File: config.mk
export PLATFORM = sky130hd
export DESIGN_NAME = seq_detector_param
export DESIGN_NICKNAME = d
export VERILOG_FILES = /design/src/rtl/seq_det_pkg.sv /design/src/rtl/seq_match_counter.sv /design/src/rtl/seq_detector_param.sv
export SDC_FILE = /design/constraint.sdc
export NUM_CORES = 1
export LEC_CHECK = 0
export BUFFER_PORTS_ARGS = -buffer_cell sky130_fd_sc_hd__clkbuf_2
export CORE_AREA = 4 4 72 74
export CTS_BUF_LIST = sky130_fd_sc_hd__clkbuf_16
export DETAILED_ROUTE_END_ITERATION = 10
export DIE_AREA = 0 0 76 78
export GPL_TIMING_DRIVEN = 0
export PLACE_DENSITY = 0.67
export SLEW_MARGIN = 20
export SYNTH_ARGS = -nofsm -noshare
export SYNTH_HDL_FRONTEND = slang
export SYNTH_HIERARCHICAL = 1
export SYNTH_SLANG_ARGS = --single-unit
File: constraint.sdc
create_clock -name CLK -period 3.3 [get_ports CLK]
set_input_delay 0.495 -clock CLK [delete_from_list [all_inputs] [get_ports CLK]]
set_output_delay 0.495 -clock CLK [all_outputs]
set_load 0.005 [all_outputs]
File: src/rtl/seq_det_pkg.sv
// Shared constants and helpers for the parametrised serial pattern detector.
package seq_det_pkg;

  localparam logic [31:0] DefPattern = 32'h0000_0013;
  localparam int unsigned DefLen     = 5;
  localparam bit          DefOverlap = 1'b1;

  function automatic int unsigned clamp_len(input int unsigned len, input int unsigned max_len);
    return (len > max_len) ? max_len : len;
  endfunction

  // Mask with the low `len` bits set; len >= 32 gives all ones.
  function automatic logic [31:0] len_mask(input int unsigned len);
    if (len >= 32) begin
      return '1;
    end
    return (32'd1 << len) - 32'd1;
  endfunction

endpackage

File: src/rtl/seq_match_counter.sv
// Saturating match counter with synchronous clear; clear has priority over increment.
module seq_match_counter #(
  parameter int unsigned CNT_W = 8
) (
  input  logic             CLK,
  input  logic             RST,
  input  logic             clr,
  input  logic             inc,
  output logic [CNT_W-1:0] cnt,
  output logic             sat
);

  logic [CNT_W-1:0] cnt_q, cnt_d;
  logic             sat_q;

  always_comb begin
    cnt_d = cnt_q;
    if (clr) begin
      cnt_d = '0;
    end else if (inc && (cnt_q != '1)) begin
      cnt_d = cnt_q + CNT_W'(1);
    end
  end

  always_ff @(posedge CLK or posedge RST) begin
    if (RST) begin
      cnt_q <= '0;
      sat_q <= 1'b0;
    end else begin
      cnt_q <= cnt_d;
      sat_q <= (cnt_d == '1);
    end
  end

  assign cnt = cnt_q;
  assign sat = sat_q;

endmodule

File: src/rtl/seq_detector_param.sv
// Runtime-configurable serial pattern detector with valid qualifier, overlap control
// and a saturating match counter. All outputs are registered.
module seq_detector_param
  import seq_det_pkg::*;
#(
  parameter int unsigned        MAX_LEN     = 8,
  parameter int unsigned        LEN_W       = $clog2(MAX_LEN + 1),
  parameter int unsigned        CNT_W       = 8,
  parameter logic [MAX_LEN-1:0] DEF_PATTERN = MAX_LEN'(DefPattern),
  parameter int unsigned        DEF_LEN     = DefLen,
  parameter bit                 DEF_OVERLAP = DefOverlap
) (
  input  logic               CLK,
  input  logic               RST,
  input  logic               EN,
  input  logic               IN,
  input  logic               CFG_LOAD,
  input  logic [MAX_LEN-1:0] CFG_PATTERN,
  input  logic [LEN_W-1:0]   CFG_LEN,
  input  logic               CFG_OVERLAP,
  input  logic               CNT_CLR,
  output logic               MATCH,
  output logic [CNT_W-1:0]   MATCH_CNT,
  output logic               CNT_SAT
);

  // Only MAX_LEN-1 bits are stored: the oldest bit falls out of the window on the
  // very shift that would compare it, so the full MAX_LEN-bit history is hist_next.
  logic [MAX_LEN-2:0] hist_q, hist_d;
  logic [MAX_LEN-1:0] hist_next, mask;
  logic [MAX_LEN-1:0] pat_q, pat_d;
  logic [LEN_W-1:0]   fill_q, fill_d, fill_next;
  logic [LEN_W-1:0]   len_q, len_d;
  logic               ovl_q, ovl_d;
  logic               match_q, match_d;
  logic               hit;

  always_comb begin
    hist_next = {hist_q, IN};
    fill_next = (fill_q == LEN_W'(MAX_LEN)) ? fill_q : fill_q + LEN_W'(1);
    mask      = MAX_LEN'(len_mask(32'(len_q)));
    hit       = EN && !CFG_LOAD && (len_q != '0) && (fill_next >= len_q) &&
                (((hist_next ^ pat_q) & mask) == '0);

    hist_d  = hist_q;
    fill_d  = fill_q;
    pat_d   = pat_q;
    len_d   = len_q;
    ovl_d   = ovl_q;
    match_d = 1'b0;

    if (CFG_LOAD) begin
      // The bit presented on a load cycle is dropped even when EN is high.
      pat_d  = CFG_PATTERN;
      len_d  = LEN_W'(clamp_len(32'(CFG_LEN), MAX_LEN));
      ovl_d  = CFG_OVERLAP;
      hist_d = '0;
      fill_d = '0;
    end else if (EN) begin
      hist_d  = hist_next[MAX_LEN-2:0];
      fill_d  = (hit && !ovl_q) ? '0 : fill_next;
      match_d = hit;
    end
  end

  always_ff @(posedge CLK or posedge RST) begin
    if (RST) begin
      hist_q  <= '0;
      fill_q  <= '0;
      pat_q   <= DEF_PATTERN;
      len_q   <= LEN_W'(clamp_len(DEF_LEN, MAX_LEN));
      ovl_q   <= DEF_OVERLAP;
      match_q <= 1'b0;
    end else begin
      hist_q  <= hist_d;
      fill_q  <= fill_d;
      pat_q   <= pat_d;
      len_q   <= len_d;
      ovl_q   <= ovl_d;
      match_q <= match_d;
    end
  end

  seq_match_counter #(
    .CNT_W(CNT_W)
  ) u_cnt (
    .CLK(CLK),
    .RST(RST),
    .clr(CNT_CLR),
    .inc(hit),
    .cnt(MATCH_CNT),
    .sat(CNT_SAT)
  );

  assign MATCH = match_q;

endmodule

==> out/results.ini <==
[status]
outcome = finished, final reports clean

[critical_path]
worstPathArrival_ns = 3.37
path_max_fanout = 6
cp_num_buf_inv = 2
crit_chain = inv_2 -> ha_4 -> nand2_4 -> nor2_4 -> xnor2_2 -> ha_1 -> o21ai_1 -> a21oi_1 -> a2bb2oi_2 -> nand2_2 -> nor2_4 -> and4_1 -> buf_6 -> a21oi_4 -> nor4_2 -> nand4_1 -> a2111oi_2
crit_slowest_cell = dfrtp_2
cp.required_ns = 3.46
crit_start = fill_q[0]
reg2reg_setup_slack_ns = 0.09
crit_family = simple AND/OR/NAND/NOR gates
max_stage_delay_ns = 0.44
path_common_cell = nor2_4
r2r_start = fill_q[0]
worstSetupPathType = flip-flop to flip-flop
end_kind = flip-flop
cp-start-kind = flip-flop

[die]
die_area_mm2 = 0.005928
start_util_pct = 43.81
die_w_um = 76
dieHeight_um = 78
core_area_mm2 = 0.004598
rows = 25
io_pins = 29

[pwr]
seqPwrFrac_pct = 43.6
p_leak_nw = 1.100
power.share.clock_pct = 41.3
p_int_w = 0.0007914
p_sw_w = 0.0002652
peakVddDrop_mv = 0.2660
switching_share_pct = 25.10
pwr_density_cell_mw_per_mm2 = 426.5
combPwrFrac_pct = 15.1

[global_route]
grt_use_total_pct = 14.52
grt_max_degree = 26
grt_pass1_vias = 1481
grt_pass1_wl_um = 6989
overflow = 0
antenna_found_initial = 0

[route]
drt-total-wl_um = 4148
wl_per_cell_um = 14.21
drcViolationCount = 0
ant_nets = 0
drtIter0Drc = 77
dr.pass1.iters = 4
dr_total_vias = 1536
drt-vias-per-instance = 5.260

[sta]
slew_headroom_pct = 36.39
worst_pin_slew_ns = 0.9531
fmax_ghz = 0.3119
fin_skew_ns = 0.005126
timing.final.crit_share_pct = 97.15
finalSetupTns_ns = 0
final_max_slew_viol_count = 0
period_needed_ns = 3.206
setup_violations = 0
hold_viol = 0
rsz0062_at_grt = yes

[synth]
netlist-cell-type-count = 42
yosysMostFrequentCell = dfrtp_1
yosys_register_bits = 34
synth_edf_count = 0
syn_area_mm2 = 0.002014
ys_seq_area_share_pct = 42.61
ys_warn_count = 6
synthArstFlopShare_pct = 100.0
yosys-top-cells-area = dfrtp_1 (35%), dfstp_2 (7.8%), mux2_2 (5.0%)
synth.avg_cell_area_um2 = 10.12
synth_common_cells = dfrtp_1 (28), nor2_1 (22), a21oi_1 (11), inv_1 (11), nand2_1 (11)
synth_top_flop_cell = dfrtp_1
synth_area_leader_cell = dfrtp_1
yosys.area.top_type_share_pct = 34.78
synth.net_count = 226
syn-instance-count = 199

[clocking]
h-tree-depth = 2
cts_root_buf = clkbuf_16
clk_pin_slew_worst_paths_ns = 0.05
clk_latency_ns = 0.28
cts_buffers = 5
clockBufferDepth = 2
tritoncts = built
cts_sinks = 34

[final_layout]
regArea_um2 = 859.6
utilization_pct = 53.88
fin_cells = 292
area_growth_pct = 22.98
final.fill_count = 400
multiInputGateArea_mm2 = 0.001117
n_antenna_cell = 0
drive_gt1_share_pct = 34.87
nets = 264

[flow_run]
maxCapViolCount = 0

[placement]
dp.cells = 279
port_buffers = 26
place.gp.congestion = 0.8342
dp_hpwl_um = 2923

[worst_hold_path]
hold_class = primary input to async pin

[placed cells by master (no fill, tap or decap), types with 2 or more instances in the layout]
master,n
nand2_1,9
a21oi_1,10
xor2_1,4
nor4_1,2
o22ai_1,3
mux2_2,9
clkbuf_2,26
dfstp_2,6
nand3_4,2
o21bai_1,2
buf_4,9
ha_1,7
mux2i_1,9
buf_6,4
inv_1,9
nand3_1,10
a2bb2oi_2,2
nand2b_1,3
dfrtp_1,27
xnor2_1,8
nor3_1,2
clkbuf_1,2
o21ai_0,5
clkbuf_16,5
nor2_4,3
clkinv_1,3
nand4_1,2
o211ai_1,2
nor2_1,20
a31oi_1,6
inv_2,2
[per-stage QoR]
stage | setup slack, ns | power [W] | instance area (µm²) | hold WS (ns)
final | 0.09394 | 0.001057 | 2477 | 0.1753
after global routing | -0.1372 | 0.001104 | 2477 | 0.2293
after CTS | 0.02014 | 0.001048 | 2370 | 0.1953
after detailed placement | -0.3454 | 0.0006096 | 2212 | 0.4868
after global placement | -0.3330 | 0.0006063 | 2212 | 0.4843
after floorplan | 0.09847 | 0.0005725 | 2014 | 0.3229
[repair_timing]
action / 4_1_cts / 5_1_grt
gates cloned: 0 / 0
hold buffers: 0 / 0
pin swaps: 0 / 14
resized for setup: 5 / 18
setup buffers: 0 / 5
setup endpoints to repair: 2 / 2
[worst register-to-register path, stage by stage, from the launching register on]
cell and delay (ns):
dfrtp_2 0.44, inv_2 0.09, ha_4 0.13, nand2_4 0.06, nor2_4 0.15, xnor2_2 0.09
ha_1 0.28, o21ai_1 0.06, a21oi_1 0.17, a2bb2oi_2 0.24, nand2_2 0.11, nor2_4 0.14
and4_1 0.21, buf_6 0.12, a21oi_4 0.05, nor4_2 0.26, nand4_1 0.16, a2111oi_2 0.35
[registers in the layout (all words and copies together), names as in the netlist]
signal / count
pat_q: 8
u_cnt/cnt: 8
hist_q: 7
fill_q: 4
len_q: 4
MATCH: 1
ovl_q: 1
u_cnt/sat: 1
[layer usage]
metal | up-vias | share of wire, % | GRT usage (%)
li1 | 778 | - | -
met3 | 2 | 2.4 | 3.596
met5 | - | 0 | 0
met1 | 740 | 49 | 19.39
met4 | 0 | 0.51 | 4.804
met2 | 16 | 48 | 22.95
[logic make-up after synthesis]
group	share of synthesized area, %
AND/OR/NAND/NOR	17.58
AO/OA/AOI/OAI	13.11
flip-flops	42.61
buffers and inverters	6.087
multiplexers	10.00
XOR/XNOR	5.652
adder cells (fa/ha/maj)	4.969
[area by class of cell]
class,instances,share of cell area [%]
inverter,11,1.667
timing repair buffer,31,6.768
buffer,11,3.535
clock buffer,5,5.050
sequential,34,34.70
tap,54,2.727
multi-input combinational,143,45.10
clock inverter,3,0.4545
[final timing paths]
kind                           endpoint  cells after the start
setup / recovery              u_cnt/sat                     17
hold / removal             u_cnt/cnt[6]                      2
setup reg to reg              u_cnt/sat                     17
hold reg to reg                pat_q[3]                      1
max in group asynchronous     fill_q[0]                      2
min in group CLK               len_q[2]                      3
[power by group through the flow]
stage          clock, W  sequential (W)  combinational [W]
6_report       0.000436        0.000461           0.000160
5_1_grt        0.000463        0.000463           0.000177
4_1_cts        0.000441        0.000460           0.000146
3_5_place_dp          0        0.000467           0.000142
3_3_place_gp          0        0.000467           0.000140
2_1_floorplan         0        0.000462           0.000111
Power figures use the tool's default switching activity.
